<file path="config.mk">
export PLATFORM = sky130hd
export DESIGN_NAME = fetch_flat
export DESIGN_NICKNAME = d
export VERILOG_FILES = /design/src/rtl/hart_pkg.sv /design/src/rtl/fetch_if.sv /design/src/rtl/fetch_npc.sv /design/src/rtl/fetch.sv /design/src/flat_wrapper.sv
export SDC_FILE = /design/constraint.sdc
export NUM_CORES = 1
export LEC_CHECK = 0
export CAP_MARGIN = 10
export CELL_PAD_IN_SITES_DETAIL_PLACEMENT = 1
export CELL_PAD_IN_SITES_GLOBAL_PLACEMENT = 2
export CORE_ASPECT_RATIO = 0.9
export CORE_MARGIN = 1.5
export CORE_UTILIZATION = 24
export CTS_CLUSTER_DIAMETER = 50
export CTS_CLUSTER_SIZE = 24
export DETAILED_ROUTE_END_ITERATION = 7
export PLACE_DENSITY_LB_ADDON = 0.1
export SYNTH_ARGS = -nofsm -noshare
export SYNTH_HDL_FRONTEND = slang
export SYNTH_SLANG_ARGS = --single-unit
</file>
<file path="constraint.sdc">
create_clock -name clk -period 1.9 [get_ports clk]
set_input_delay 0.38 -clock clk [delete_from_list [all_inputs] [get_ports clk]]
set_output_delay 0.38 -clock clk [all_outputs]
set_load 0.02 [all_outputs]
</file>
<file path="src/rtl/hart_pkg.sv">
// rtl/hart_pkg.sv - shared hart constants, fetch state encoding and instruction lengths
package hart_pkg;

    localparam logic [63:0] RESET_VEC_DEF = 64'h0000_0000_8000_0000;
    localparam logic [31:0] NOP_IR        = 32'h0000_0013;

    localparam logic [2:0] ILEN_C = 3'd2;
    localparam logic [2:0] ILEN_W = 3'd4;

    typedef enum logic {
        FETCH_RUN  = 1'b0,
        FETCH_PEND = 1'b1
    } fetch_state_e;

endpackage

</file>
<file path="src/rtl/fetch_if.sv">
// rtl/fetch_if.sv - fetch stage bundle: icache address/data, redirects, backend stall and IF/ID register
interface fetch_if;

    logic [63:0] pc;
    logic [31:0] ir;
    logic        stall_imem;
    logic        stall;
    logic        trap;
    logic [63:0] trap_pc;
    logic        br;
    logic [63:0] br_pc;
    logic [63:0] id_pc;
    logic [31:0] id_ir;
    logic        id_valid;
    logic        id_rvc;
    logic        id_iam;

    modport master (
        output pc, id_pc, id_ir, id_valid, id_rvc, id_iam,
        input  ir, stall_imem, stall, trap, trap_pc, br, br_pc
    );

    modport slave (
        input  pc, id_pc, id_ir, id_valid, id_rvc, id_iam,
        output ir, stall_imem, stall, trap, trap_pc, br, br_pc
    );

endinterface

</file>
<file path="src/rtl/fetch_npc.sv">
// rtl/fetch_npc.sv - next-PC, compressed flag and misalignment decode; RV6_RVC_EN enables 16-bit lengths
module fetch_npc
    import hart_pkg::*;
(
    input  logic [63:0] i_pc,
    input  logic [31:0] i_ir,
    output logic [63:0] o_npc,
    output logic        o_is_rvc,
    output logic        o_misaligned
);

`ifdef RV6_RVC_EN
    assign o_is_rvc     = (i_ir[1:0] != 2'b11);
    assign o_misaligned = i_pc[0];
    assign o_npc        = i_pc + {61'd0, (o_is_rvc ? ILEN_C : ILEN_W)};
`else
    // Without compressed support a short encoding still steps by 4; decode rejects it.
    logic w_unused_ir;
    assign w_unused_ir  = ^i_ir;
    assign o_is_rvc     = 1'b0;
    assign o_misaligned = |i_pc[1:0];
    assign o_npc        = i_pc + {61'd0, ILEN_W};
`endif

endmodule

</file>
<file path="src/rtl/fetch.sv">
// rtl/fetch.sv - instruction fetch stage owning the PC and IF/ID register; RV6_RVC_EN selects compressed support
module fetch
    import hart_pkg::*;
#(
    parameter logic [63:0] RESET_VEC = RESET_VEC_DEF
) (
    input  logic     clk,
    input  logic     rst_n,
    fetch_if.master  bus
);

    fetch_state_e r_state, w_state_nxt;
    logic [63:0]  r_pc, w_pc_nxt;
    logic [63:0]  r_pend_pc, w_pend_pc_nxt;
    logic [63:0]  r_id_pc, w_id_pc_nxt;
    logic [31:0]  r_id_ir, w_id_ir_nxt;
    logic         r_id_valid, w_id_valid_nxt;
    logic         r_id_rvc, w_id_rvc_nxt;
    logic         r_id_iam, w_id_iam_nxt;

    logic         w_rd;
    logic [63:0]  w_rd_pc;
    logic [63:0]  w_npc;
    logic         w_is_rvc;
    logic         w_misaligned;

    assign w_rd    = bus.trap | bus.br;
    assign w_rd_pc = bus.trap ? bus.trap_pc : bus.br_pc;

    fetch_npc u_npc (
        .i_pc         (r_pc),
        .i_ir         (bus.ir),
        .o_npc        (w_npc),
        .o_is_rvc     (w_is_rvc),
        .o_misaligned (w_misaligned)
    );

    // The PC only moves on edges where the cache is idle, so redirects during a fill park in pend_pc.
    always_comb begin
        w_state_nxt    = r_state;
        w_pc_nxt       = r_pc;
        w_pend_pc_nxt  = r_pend_pc;
        w_id_pc_nxt    = r_id_pc;
        w_id_ir_nxt    = r_id_ir;
        w_id_valid_nxt = r_id_valid;
        w_id_rvc_nxt   = r_id_rvc;
        w_id_iam_nxt   = r_id_iam;
        case (r_state)
            FETCH_RUN: begin
                if (w_rd && !bus.stall_imem) begin
                    w_pc_nxt       = w_rd_pc;
                    w_id_valid_nxt = 1'b0;
                end else if (w_rd) begin
                    w_pend_pc_nxt  = w_rd_pc;
                    w_id_valid_nxt = 1'b0;
                    w_state_nxt    = FETCH_PEND;
                end else if (bus.stall) begin
                    w_pc_nxt = r_pc;
                end else if (bus.stall_imem) begin
                    w_id_valid_nxt = 1'b0;
                end else begin
                    w_id_pc_nxt    = r_pc;
                    w_id_ir_nxt    = bus.ir;
                    w_id_rvc_nxt   = w_is_rvc;
                    w_id_iam_nxt   = w_misaligned;
                    w_id_valid_nxt = 1'b1;
                    w_pc_nxt       = w_npc;
                end
            end
            FETCH_PEND: begin
                w_id_valid_nxt = 1'b0;
                if (w_rd) begin
                    w_pend_pc_nxt = w_rd_pc;
                end
                if (!bus.stall_imem) begin
                    w_pc_nxt    = w_rd ? w_rd_pc : r_pend_pc;
                    w_state_nxt = FETCH_RUN;
                end
            end
            default: begin
                w_state_nxt = FETCH_RUN;
            end
        endcase
    end

    always_ff @(posedge clk) begin
        if (!rst_n) begin
            r_state    <= FETCH_RUN;
            r_pc       <= RESET_VEC;
            r_pend_pc  <= 64'd0;
            r_id_pc    <= 64'd0;
            r_id_ir    <= NOP_IR;
            r_id_valid <= 1'b0;
            r_id_rvc   <= 1'b0;
            r_id_iam   <= 1'b0;
        end else begin
            r_state    <= w_state_nxt;
            r_pc       <= w_pc_nxt;
            r_pend_pc  <= w_pend_pc_nxt;
            r_id_pc    <= w_id_pc_nxt;
            r_id_ir    <= w_id_ir_nxt;
            r_id_valid <= w_id_valid_nxt;
            r_id_rvc   <= w_id_rvc_nxt;
            r_id_iam   <= w_id_iam_nxt;
        end
    end

    assign bus.pc       = r_pc;
    assign bus.id_pc    = r_id_pc;
    assign bus.id_ir    = r_id_ir;
    assign bus.id_valid = r_id_valid;
    assign bus.id_rvc   = r_id_rvc;
    assign bus.id_iam   = r_id_iam;

endmodule
</file>
<file path="src/flat_wrapper.sv">
// flat-port wrapper written by rule: the top's interface ports become plain ports
module fetch_flat import hart_pkg::*;
#(
    parameter logic [63:0] RESET_VEC = RESET_VEC_DEF
)
  (clk, rst_n, bus_pc, bus_id_pc, bus_id_ir, bus_id_valid, bus_id_rvc, bus_id_iam, bus_ir, bus_stall_imem, bus_stall, bus_trap, bus_trap_pc, bus_br, bus_br_pc);
  fetch_if bus_i ();
  input  logic clk;
  input  logic rst_n;
  output wire logic [$bits(bus_i.pc)-1:0] bus_pc;
  output wire logic [$bits(bus_i.id_pc)-1:0] bus_id_pc;
  output wire logic [$bits(bus_i.id_ir)-1:0] bus_id_ir;
  output wire logic [$bits(bus_i.id_valid)-1:0] bus_id_valid;
  output wire logic [$bits(bus_i.id_rvc)-1:0] bus_id_rvc;
  output wire logic [$bits(bus_i.id_iam)-1:0] bus_id_iam;
  input wire logic [$bits(bus_i.ir)-1:0] bus_ir;
  input wire logic [$bits(bus_i.stall_imem)-1:0] bus_stall_imem;
  input wire logic [$bits(bus_i.stall)-1:0] bus_stall;
  input wire logic [$bits(bus_i.trap)-1:0] bus_trap;
  input wire logic [$bits(bus_i.trap_pc)-1:0] bus_trap_pc;
  input wire logic [$bits(bus_i.br)-1:0] bus_br;
  input wire logic [$bits(bus_i.br_pc)-1:0] bus_br_pc;
  assign bus_pc = bus_i.pc;
  assign bus_id_pc = bus_i.id_pc;
  assign bus_id_ir = bus_i.id_ir;
  assign bus_id_valid = bus_i.id_valid;
  assign bus_id_rvc = bus_i.id_rvc;
  assign bus_id_iam = bus_i.id_iam;
  assign bus_i.ir = bus_ir;
  assign bus_i.stall_imem = bus_stall_imem;
  assign bus_i.stall = bus_stall;
  assign bus_i.trap = bus_trap;
  assign bus_i.trap_pc = bus_trap_pc;
  assign bus_i.br = bus_br;
  assign bus_i.br_pc = bus_br_pc;
  fetch #(.RESET_VEC(RESET_VEC)) u_core (.clk(clk), .rst_n(rst_n), .bus(bus_i));
endmodule
</file>
# Word level (Yosys, flattened, before mapping)
# Cells that the tools add are included.
[classes]
eq_ne = 6
reduce_logical = 5
mux = 19
add_sub_neg = 1
bitwise = 6
[ops]
columns = ["op", "count"]
rows = [
  ["two-way mux 64 bit", 8],
  ["case mux 64 bit (2 select lines)", 2],
  ["adder 64 x 3 -> 64 bit (second input constant)", 1],
  ["two-way mux 1 bit", 7],
  ["!= test 3 x 2 -> 1 bit (second input constant)", 2],
  ["inverter 1 bit", 5],
  ["AND reduction 5 bit", 1],
  ["!= test 2 bit (second input constant)", 2],
  ["!= test 4 x 2 -> 1 bit (second input constant)", 1],
  ["case mux 1 bit (2 select lines)", 2],
  ["AND reduction 4 bit", 1],
  ["!= test 3 bit (second input constant)", 1],
  ["OR reduction 2 bit", 1],
  ["logical AND 1 bit", 1],
  ["zero test 1 bit", 1],
  ["bitwise OR 1 bit", 1],
]
[word_totals]
ff_bits = 227
elab_cells = 44

# Logic depth before layout (Yosys ltp)
# Gate-level depths: netlist of run 1.
[logic_depth]
word_depth = 6
ltp_mapped = 10
mapped_depth_nobuf = 7

# Hierarchy
# A second synthesis of run 1 with hierarchy kept.
[hier_totals]
hier_cells = 1592
area_unflattened_um2 = 12165.4
[by_module_without_submodules]
columns = ["mod", "area_per_inst_um2", "n_inst", "seq_area_each_um2", "cells_per_inst"]
rows = [
  ["fetch", 10754.1, 1, 4564.4, 1373],
  ["fetch_npc", 1411.4, 1, 0.0, 219],
]

# Worst setup path after synthesis of run 1
# Ideal clock, no wire load.
[synth_path]
path_type = "register -> register"
startpoint = "register u_core.r_pc[2] (netlist: u_core.bus.pc[2])"
endpoint = "register u_core.r_pc[56] (netlist: u_core.bus.pc[56])"
path_stages_with_launch = 8
required_ns = 1.814
path_slack_ns = -0.367
t_arrival_ns = 2.181
synth_period_minus_slack_ns = 2.267
setup_time_ns = 0.086
cell_sequence = "dfxtp_1 ha_1 nand4_1 or2_2 nor4b_4 nand4_1 xor2_1 a211oi_1"
[synth_via]
elab_chain_len = 6
[synth_lines]
columns = ["item", "line_no", "rtl"]
rows = [
  ["from (decl)", "fetch.sv:13", "logic [63:0] r_pc, w_pc_nxt;"],
  ["from (signal assigned)", "fetch.sv:98", "r_pc <= w_pc_nxt;"],
  ["adder 64 x 3 -> 64 bit", "fetch_npc.sv:22", "assign o_npc = i_pc + {61'd0, ILEN_W};"],
  ["two-way mux 64 bit", "fetch.sv:59", "end else if (bus.stall_imem) begin"],
  ["two-way mux 64 bit", "fetch.sv:57", "end else if (bus.stall) begin"],
  ["two-way mux 64 bit", "fetch.sv:53", "end else if (w_rd) begin"],
  ["two-way mux 64 bit", "fetch.sv:50", "if (w_rd && !bus.stall_imem) begin"],
  ["case mux 64 bit (2 select lines)", "fetch.sv:48", "case (r_state)"],
]
# Every way passes these cells. The select of a mux whose other input is x is not followed.
# A chain may end at the register's enable or synchronous reset.

# Final worst setup path of run 1
[layout_path]
startpoint = "register u_core.r_pc[22] (netlist: u_core.bus.pc[22])"
endpoint = "register u_core.r_pc[61] (netlist: u_core.bus.pc[61])"
# The elaborated chain is that of the path after synthesis.

==> reports/metrics.cfg, run 1 <==
[floorplan]
start_util = 0.245
die_y_um = 214
io-pin-count = 329
die_w_um = 237
rows = 76
coreArea_sq_um = 48200
die_area_sq_um = 50600

[critical_path]
crit_path_start_kind = flop
startpoint = u_core.bus.pc[22]
worstSetupPathType = reg2reg
worstRegToRegCells = 7
rr_startpoint = u_core.bus.pc[22]
cp.required_ns = 2.37
arrival_ns = 2.52
end_kind = flop
reg2reg_to = u_core.bus.pc[61]
cp_max_fo = 3
crit_path_end = u_core.bus.pc[61]
reg2reg_slack_ns = -0.15

[yosys]
synth-seq-cells = 227
ys_types = 68
synth_seq_area_share = 0.384
async_reset_ff_frac = 0
synth_ff_type = dfxtp_1
synth_nets = 1744
synthCells = 1577
synth_edf_count = 0
synth_top_cell_area_share = 0.384
synth_warnings = 0
synth_top_cell_by_area = dfxtp_1
synth_commonest_cells = nand2_1, dfxtp_1, a21oi_1
syn_area_per_cell_sq_um = 7.50
synthesis.area_sq_um = 11800
synth_most_common_cell = nand2_1
ys_top_cells_by_area = dfxtp_1, nand2_1, a21oi_1

[job]
cap_violations = 0

[cts]
cts_sinks = 227
ctsHtreeMaxLevel = 2
holdBufCountCts = 0
clk_pin_slew_ns = 0.05
root_buffer = clkbuf_16
cts_buffers = 37
clk_latency_ns = 0.56
cts_tree = built
clockBufferDepth = 3

[grt]
grt_overflow = 0
grt_pass1_vias = 14838
track_usage = 0.229
grt_start_max_net_pins = 57
grt_pass1_wl_um = 89000
antenna_found_initial = 0

[status]
status = finished with violations
violations = negative setup slack

[finish]
fin_nets = 2313
syn2layout_area_growth_pct = 68.7
diodes = 0
drive_gt1_frac = 0.261
final_area_sq_um = 19900

[placed_design]
portBuffers = 327
place_area_sq_um = 18000
preCtsSetupSlack_ns = -0.708
gp_congestion = 0.849
dp_hpwl_um = 44500

[timing]
fin_setup_tns_ns = -1.19
finClkSkew_ns = 0.0244
hold_viol = 0
fin_crit_sh = 1.08
rsz0062_at_grt = true
tightest_slew_ns = 0.584
min_period_ns = 2.05
timing_max_transition_violations_final = 0
finalSetupViolations = 23
layout_setup_ws_ns = -0.153
relSlewSlack = 0.606
fmax_ghz = 0.487
holdWs_ns = 0.325

[routing]
viasPerCell = 5.02
drt-pass1-iter-count = 4
routed_wl_um = 59200
vias = 14054
first_iter_violations = 566
wire_per_inst_um = 21.1
ant_nets = 0
drc_errors = 0

[power]
switching_power_mw = 4.93
p_total_mw = 15.9
p_leak_nw = 8.47
p_sw_frac = 0.310
seqPwrFrac = 0.330
pwr_density_cell_nw_per_um2 = 798
clock_power_share = 0.456
combPwrFrac = 0.214
ir_worst_vdd_uv = 542
p_int_mw = 11.0

[min_path]
hp-class = in2reg

per-stage QoR:
stage          instances  utilization
2_1_floorplan       1577            -
3_3_place_gp        2702        0.373
3_5_place_dp        2702        0.373
4_1_cts             2794        0.406
5_1_grt             2799        0.414
6_report            2799        0.414
registers in the layout, summed over array words and instances, names as in the netlist:
signal and cells:
u_core.r_state 1, u_core.bus.id_ir 32, u_core.r_pend_pc 64, u_core.bus.id_valid 1, u_core.bus.id_pc 64, u_core.bus.pc 64, u_core.bus.id_iam 1
worst max-delay path: stages, from the launching register on:
cell and delay (ns):
dfxtp_2 0.36, nand4_1 0.18, nor4_4 0.37, buf_4 0.17
and3_4 0.20, nand4_1 0.14, or3_1 0.35, a31oi_2 0.21
layer usage:
layer | routed length (um) | track usage | up-vias
met2 | 30500 | 0.426 | 258
met4 | 2050 | 0.0860 | 0
met1 | 24400 | 0.266 | 6918
met3 | 2280 | 0.0333 | 101
li1 | - | - | 6777
met5 | 0 | 0 | -
area by class of cell:
class                           instances  area (sq um)
Fill cell                            5717         28300
Tap cell                              624           781
Sequential cell                       227          4610
Multi-Input combinational cell       1194          7130
Clock buffer                           41          1010
Inverter                               18          76.3
Timing Repair Buffer                  668          6040
Clock inverter                         27           294
what timing repair did:
item                                    in CTS  in global routing
pin swaps                                   50                 36
resized for setup                          229                 80
cloned                                       0                  1
setup buffers                               27                  6
endpoints found under the setup margin     295                 82
power groups by stage:
stage	Clock [mW]	Sequential (mW)	Combinational [mW]
floorplan	0	5.61	1.23
global placement	0	5.35	3.41
detailed placement	0	5.36	3.45
CTS	7.46	5.26	3.39
global route	7.63	5.29	3.68
finish	7.25	5.26	3.40
worst min-delay path by stage:
stage | slack [ns] | to | start | cells past startpoint
after floorplan | 0.43 | u_core.r_pend_pc[56] | u_core.r_pend_pc[56] | 2
after global placement | 0.44 | u_core.r_pend_pc[56] | u_core.r_pend_pc[56] | 2
after detailed placement | 0.45 | u_core.bus.id_ir[15] | u_core.bus.id_ir[15] | 2
after CTS | 0.33 | u_core.bus.id_ir[20] | bus_ir[20] | 3
after global routing | 0.34 | u_core.r_state | bus_stall_imem | 4
final | 0.33 | u_core.r_state | bus_stall_imem | 4
cells by family (layout without fill, tap and decap cells):
kind of cell	after synthesis	in the layout	share of synthesized area
flops	227	227	0.384
buf+inv	156	754	0.0559
fa+ha+maj	1	1	0.00106
simple gates	608	608	0.233
mux	77	77	0.0667
compound gates	500	500	0.254
other cells	1	1	0.000317
xor+xnor	7	7	0.00519
cell usage in the layout (no fill, tap or decap), types with 16 or more instances in the layout:
master / netlist / layout
clkdlybuf4s50_1: 0 / 164
buf_12: 0 / 24
clkbuf_16: 0 / 41
o21ai_0: 102 / 83
dlygate4sd2_1: 0 / 151
nand4_1: 31 / 31
inv_1: 18 / 16
nor3_1: 35 / 26
nand2_1: 294 / 288
mux2i_1: 63 / 63
nand3_1: 36 / 29
dfxtp_1: 227 / 188
dfxtp_2: 0 / 34
buf_6: 1 / 22
a21oi_1: 220 / 216
a211oi_1: 77 / 72
nor2_1: 133 / 125
buf_4: 5 / 294
nand2b_1: 20 / 19
No activity file was read; power rests on OpenSTA's default activity.
==> run 2, diff against run 1 <==
CELL_PAD_IN_SITES_DETAIL_PLACEMENT = 0   (was 1)
CORE_ASPECT_RATIO = unset   (was 0.9)
SETUP_SLACK_MARGIN = 0.05   (was unset)
==> run 2 against run 1 <==
Die area barely moved; clock-buffer cell count grew 11; via count decreased by 1.4%; the run still ends with negative setup slack left; power is 5.3% higher; critical path type unchanged; hold slack better by 0.053 ns; worst setup slack improved by 0.030 ns.
==> reports/metrics.cfg, run 2 (synthesis results as in run 1) <==
[floorplan]
die_w_um = 225  ; -5.1%
coreArea_sq_um = 48700  ; +1.1%
rows = 81  ; +6.6%
die_area_sq_um = 50600  ; about the same
io-pin-count = 329  ; unchanged
start_util = 0.242  ; -0.00270
die_y_um = 225  ; +5.3%

[finish]
final_area_sq_um = 20500  ; +2.8%
final_cell_mix = buf_4, nand2_1, a21oi_1, dfxtp_1, clkdlybuf4s50_1
syn2layout_area_growth_pct = 73.4
fin_cells = 2860  ; +2.2%
diodes = 0  ; unchanged
fillers = 4998  ; -13%
drive_gt1_frac = 0.276  ; +0.0153
final_common_cell = buf_4
fin_nets = 2335  ; +0.95%

[placed_design]
portBuffers = 327  ; unchanged
gp_congestion = 0.900  ; +6.1%
preCtsSetupSlack_ns = -0.575  ; +0.133 ns
dp_hpwl_um = 42500  ; -4.4%
place_area_sq_um = 18400  ; +2.3%
placed_cells = 2765  ; +2.3%

[grt]
grt_overflow = 0  ; unchanged
grt_pass1_vias = 13917  ; -6.2%
track_usage = 0.220  ; -0.00925
grt_pass1_wl_um = 84900  ; -4.6%
grt_start_max_net_pins = 55  ; -3.5%
antenna_found_initial = 1  ; +1

[power]
p_total_mw = 16.8  ; +5.3%
pwr_density_cell_nw_per_um2 = 818  ; +2.5%
ir_worst_vdd_uv = 415  ; -23%
p_leak_nw = 8.61  ; +1.7%

[timing]
finalSetupViolations = 19  ; -17%
relSlewSlack = 0.616  ; +0.0101
fin_crit_sh = 1.06  ; -0.0160
rsz0062_at_grt = true
timing_max_transition_violations_final = 0  ; unchanged
hold_viol = 0  ; unchanged
fmax_ghz = 0.494  ; +1.5%
finClkSkew_ns = 0.0118  ; -0.0126 ns
tightest_slew_ns = 0.569  ; -0.0150 ns
layout_setup_ws_ns = -0.123  ; +0.0303 ns
min_period_ns = 2.02  ; -0.0303 ns

[routing]
routed_wl_um = 57100  ; -3.5%
viasPerCell = 4.84  ; -3.5%
drc_errors = 0  ; unchanged
drt-pass1-iter-count = 5  ; +1
vias = 13856  ; -1.4%
wire_per_inst_um = 20.0  ; -5.6%
ant_nets = 0  ; unchanged
first_iter_violations = 742  ; +31%

[cts]
cts_buffers = 41  ; +11%
ctsHtreeMaxLevel = 2  ; unchanged
clk_latency_ns = 0.55  ; about the same
cts_sinks = 227  ; unchanged
holdBufCountCts = 0  ; unchanged
cts_tree = built
root_buffer = clkbuf_16
clockBufferDepth = 3  ; unchanged
clk_pin_slew_ns = 0.06  ; about the same

[critical_path]
worst-path-buf-inv = 2  ; +1
crit_cells = 8  ; +1
arrival_ns = 2.50  ; -0.02 ns
crit_path_start_kind = flop
startpoint = u_core.bus.pc[2]
worstSetupPathType = reg2reg
cp_slowest_cell = dfxtp_4
cp.required_ns = 2.37  ; about the same
max_stage_delay_ns = 0.36  ; about the same
reg2reg_to = u_core.bus.pc[61]
reg2reg_slack_ns = -0.12  ; +0.03 ns
crit_path_end = u_core.bus.pc[61]
end_kind = flop
cp_common_cell = nand4_1
rr_startpoint = u_core.bus.pc[2]
path_cells = buf_6 -> nand4_1 -> nor4_4 -> buf_4 -> and3_4 -> nand4_1 -> or3_1 -> a31oi_1
worstRegToRegCells = 8  ; +1
cp_max_fo = 2  ; -1
crit_family = simple AND/OR/NAND/NOR gates

[min_path]
hold_depth = 4  ; unchanged
hp-class = in2reg

[job]
cap_violations = 0  ; unchanged

[status]
violations = negative setup slack
status = finished with violations

[run 2: how the worst min path moves through the flow]
stage,startpoint,endpoint,slack (ns)
after floorplan,u_core.r_pend_pc[56],u_core.r_pend_pc[56],0.43
after global placement,u_core.r_pend_pc[6],u_core.r_pend_pc[6],0.44
after detailed placement,u_core.bus.id_pc[31],u_core.bus.id_pc[31],0.45
after CTS,bus_ir[18],u_core.bus.id_ir[18],0.34
after global routing,bus_ir[19],u_core.bus.id_ir[19],0.37
final,bus_br,u_core.bus.id_valid,0.38
[run 2: timing repair]
action,4_1_cts,5_1_grt
gates cloned,0,2
buffers inserted,11,14
endpoints found under the setup margin,276,158
gates resized for setup,262,88
pin swaps,41,54
[run 2: area by class of cell]
cell class                 count  area, sq um  area share
multi-input combinational   1194         7220       0.352
timing repair buffer         686         6300       0.307
sequential                   227         4620       0.225
clock buffer                  52         1130      0.0551
tap                          664          831      0.0405
clock inverter                19          328      0.0160
inverter                      18         72.6     0.00354
[run 2: metrics by stage]
| step | util | hold WS [ns] | TNS (ns) |
|---|---|---|---|
| floorplan | - | 0.431 | -0.00498 |
| global placement | 0.378 | 0.437 | -92.90 |
| detailed placement | 0.378 | 0.446 | -96.99 |
| CTS | 0.411 | 0.342 | -2.20 |
| global route | 0.421 | 0.367 | -4.06 |
| finish | 0.421 | 0.378 | -0.912 |
[run 2: power by group]
part	switching, mW	internal (mW)	total (mW)
clock	2.70	5.29	7.99
sequential	0.196	5.09	5.28
combinational	1.86	1.63	3.49
total	4.76	12.0	16.8
[run 2: worst register-to-register path, delay by kind of cell (launching register included)]
family | cells | cell delay (ns)
DFF | 1 | 0.36
AOI/OAI and AO/OA | 1 | 0.16
buffers and inverters | 2 | 0.25
and+or+nand+nor | 5 | 1.17
[run 2: metal layers]
| layer | share of wire | vias up | track usage | wire length (um) |
|---|---|---|---|---|
| met4 | 0.032 | 2 | 0.0814 | 1800 |
| li1 | - | 6828 | - | - |
| met1 | 0.42 | 6655 | 0.261 | 24200 |
| met5 | 0.00014 | - | 0 | 8 |
| met3 | 0.036 | 86 | 0.0299 | 2080 |
| met2 | 0.51 | 285 | 0.400 | 29000 |
==> run 3, diff against run 2 <==
CORE_UTILIZATION = 25   (was 24)
SYNTH_HIERARCHICAL = 1   (was unset)
==> run 3 against run 2 <==
The flow still finishes with violations (negative setup slack); clock power grew 2.8%; flip-flop and latch count grew 1; non-clock buffer count shrank 118; combinational power shrank 20%.
==> reports/metrics.cfg, run 3 <==
[finish]
fin_cells = 2721  ; -4.9%
final_common_cell = nand2_1
final_cell_mix = nand2_1, o21ai_0, dfxtp_1, buf_4, clkdlybuf4s50_1
drive_gt1_frac = 0.222  ; -0.0541
syn2layout_area_growth_pct = 65.5
fin_nets = 2237  ; -4.2%

[critical_path]
reg2reg_to = u_core/bus.pc[58]
cp_slowest_cell = dfxtp_4
path_cells = ha_4 -> nand4_1 -> buf_4 -> nor2_4 -> buf_6 -> nand3_4 -> buf_6 -> nor3_4 -> xor2_1 -> a222oi_1 -> a21oi_1
end_kind = flop
rr_startpoint = u_core/bus.pc[2]
cp_max_fo = 6  ; +4
crit_path_start_kind = flop
cp_common_cell = buf_6
worstRegToRegCells = 11  ; +3
reg2reg_slack_ns = -0.41  ; -0.29 ns
crit_family = simple AND/OR/NAND/NOR gates
arrival_ns = 2.73  ; +0.23 ns
worstSetupPathType = reg2reg
cp.required_ns = 2.32  ; -0.05 ns
worst-path-buf-inv = 3  ; +1
max_stage_delay_ns = 0.36  ; about the same

[placed_design]
gp_congestion = 0.776  ; -14%
portBuffers = 328  ; +0.31%
dp_hpwl_um = 37300  ; -12%
placed_cells = 2599  ; -6.0%

[yosys]
synth_edf_count = 0  ; unchanged
synth_seq_area_share = 0.375  ; -0.00927
synth_nets = 1759  ; +0.86%
synth_commonest_cells = nand2_1, dfxtp_1, o21ai_0
synthCells = 1592  ; +0.95%
synth_most_common_cell = nand2_1
syn_area_per_cell_sq_um = 7.64  ; +2.0%
synthesis.area_sq_um = 12200  ; +2.9%
async_reset_ff_frac = 0  ; unchanged
synth-seq-cells = 228  ; +0.44%
synth_top_cell_area_share = 0.375  ; -0.00927
ys_types = 42  ; -38%
synth_ff_type = dfxtp_1
ys_top_cells_by_area = dfxtp_1, nand2_1, o21ai_0
synth_warnings = 6  ; +6
synth_top_cell_by_area = dfxtp_1

[floorplan]
die_w_um = 224  ; -0.59%
die_y_um = 224  ; -0.59%
coreArea_sq_um = 47800  ; -1.9%
rows = 80  ; -1.2%
io-pin-count = 329  ; unchanged
start_util = 0.254  ; +0.0118
die_area_sq_um = 50000  ; -1.2%

[grt]
grt_overflow = 0  ; unchanged
grt_pass1_wl_um = 79300  ; -6.6%
met2_usage = 0.331  ; -0.0683
use_met3 = 0.0479  ; +0.0180
track_usage = 0.204  ; -0.0153
busiest_layer = met2
grt_start_max_net_pins = 74  ; +35%
antenna_found_initial = 5  ; +4
grtUsageMet1 = 0.270  ; +0.00840
grt_pass1_vias = 13193  ; -5.2%

[routing]
routed_wl_um = 51900  ; -9.1%
viasPerCell = 4.90  ; +1.2%
wire_per_inst_um = 19.1  ; -4.4%
ant_nets = 0  ; unchanged
vias = 13346  ; -3.7%
drc_errors = 0  ; unchanged
first_iter_violations = 917  ; +24%
drt-pass1-iter-count = 8  ; +3

[timing]
min_period_ns = 2.31  ; +0.286 ns
layout_setup_ws_ns = -0.408  ; -0.286 ns
relSlewSlack = 0.622  ; +0.00539
fmax_ghz = 0.433  ; -12%
finalSetupViolations = 54  ; +35
holdWs_ns = 0.204  ; -0.174 ns
finClkSkew_ns = 0.0207  ; +0.00894 ns
fin_crit_sh = 1.21  ; +0.150
timing_max_transition_violations_final = 0  ; unchanged
tightest_slew_ns = 0.561  ; -0.00800 ns
rsz0062_at_grt = true
hold_viol = 0  ; unchanged

[cts]
cts_buffers = 45  ; +9.8%
clockBufferDepth = 3  ; unchanged
clk_pin_slew_ns = 0.05  ; about the same
cts_tree = built
holdBufCountCts = 0  ; unchanged
clk_latency_ns = 0.56  ; about the same
root_buffer = clkbuf_16
cts_sinks = 228  ; +0.44%
ctsHtreeMaxLevel = 2  ; unchanged

[min_path]
hp-class = in2reg
hold_depth = 3  ; -1
worstHoldStart = rst_n
min_to = u_core/r_state

[status]
status = finished with violations
violations = negative setup slack

[job]
cap_violations = 0  ; unchanged

[power]
ir_worst_vdd_uv = 504  ; +22%
pwr_density_cell_nw_per_um2 = 804  ; -1.6%
p_leak_nw = 8.65  ; +0.46%

==> run 3: worst reg2reg max path, stage by stage (launching register included) <==
cell	delay [ns]
dfxtp_4	0.36
ha_4	0.14
nand4_1	0.21
buf_4	0.24
nor2_4	0.15
buf_6	0.13
nand3_4	0.14
buf_6	0.18
nor3_4	0.11
xor2_1	0.08
a222oi_1	0.34
a21oi_1	0.10
==> run 3: routing by layer <==
layer | wire length, um | part of all wire
met2 | 23900 | 0.46
met3 | 3120 | 0.060
met1 | 23900 | 0.46
met5 | 69 | 0.0013
met4 | 924 | 0.018
==> run 3: layout make-up <==
cell class	count	area [sq um]
clock inverter	15	150
tap	615	769
antenna	1	2.50
timing repair buffer	568	5440
multi-input combinational	1221	7630
inverter	6	22.5
sequential	228	4700
fill	4869	27700
clock buffer	67	1420
==> run 3: logic make-up (layout without fill, tap and decap cells) <==
group	count (synthesis)	after routing	synth area share
adders and majority gates	1	1	0.00103
xor gates and xnor gates	60	60	0.0432
other	1	2	0.000308
buffers and inverters	143	656	0.0557
DFF	228	228	0.375
muxes	63	63	0.0518
and+or+nand+nor	615	615	0.215
AOI/OAI and AO/OA	481	481	0.258
==> run 3: how the worst max path moves through the flow <==
stage	startpoint	to	slack, ns	cells past startpoint
2_1_floorplan	u_core/bus.pc[43]	u_core/bus.pc[53]	-0.30	7
3_3_place_gp	u_core/bus.pc[3]	u_core/bus.pc[52]	-0.44	10
3_5_place_dp	u_core/bus.pc[3]	u_core/bus.pc[60]	-0.46	10
4_1_cts	u_core/bus.pc[2]	u_core/bus.pc[52]	-0.37	10
5_1_grt	u_core/bus.pc[2]	u_core/bus.pc[58]	-0.50	11
6_report	u_core/bus.pc[2]	u_core/bus.pc[58]	-0.41	11
==> run 3: where the power goes <==
group          switching, mW  internal (mW)  total [mW]
registers              0.150           5.03        5.18
logic                   1.50           1.31        2.80
clock network           2.80           5.41        8.21
==> run 3: repair_timing <==
action / CTS / global route
setup endpoints to repair: 217 / 63
gates resized for setup: 277 / 58
pin swaps: 92 / 89
setup buffers: 22 / 21
==> run 3: per-stage QoR <==
| stage | setup slack, ns | setup TNS, ns | utilization | instance area [sq um] | total power [mW] |
|---|---|---|---|---|---|
| floorplan | -0.304 | -4.34 | - | 12500 | 6.62 |
| global placement | -0.438 | -46.80 | 0.373 | 17800 | 8.14 |
| detailed placement | -0.464 | -50.66 | 0.373 | 17800 | 8.14 |
| CTS | -0.374 | -9.61 | 0.414 | 19800 | 16.4 |
| global route | -0.496 | -17.86 | 0.421 | 20100 | 16.9 |
| finish | -0.408 | -11.60 | 0.421 | 20100 | 16.2 |
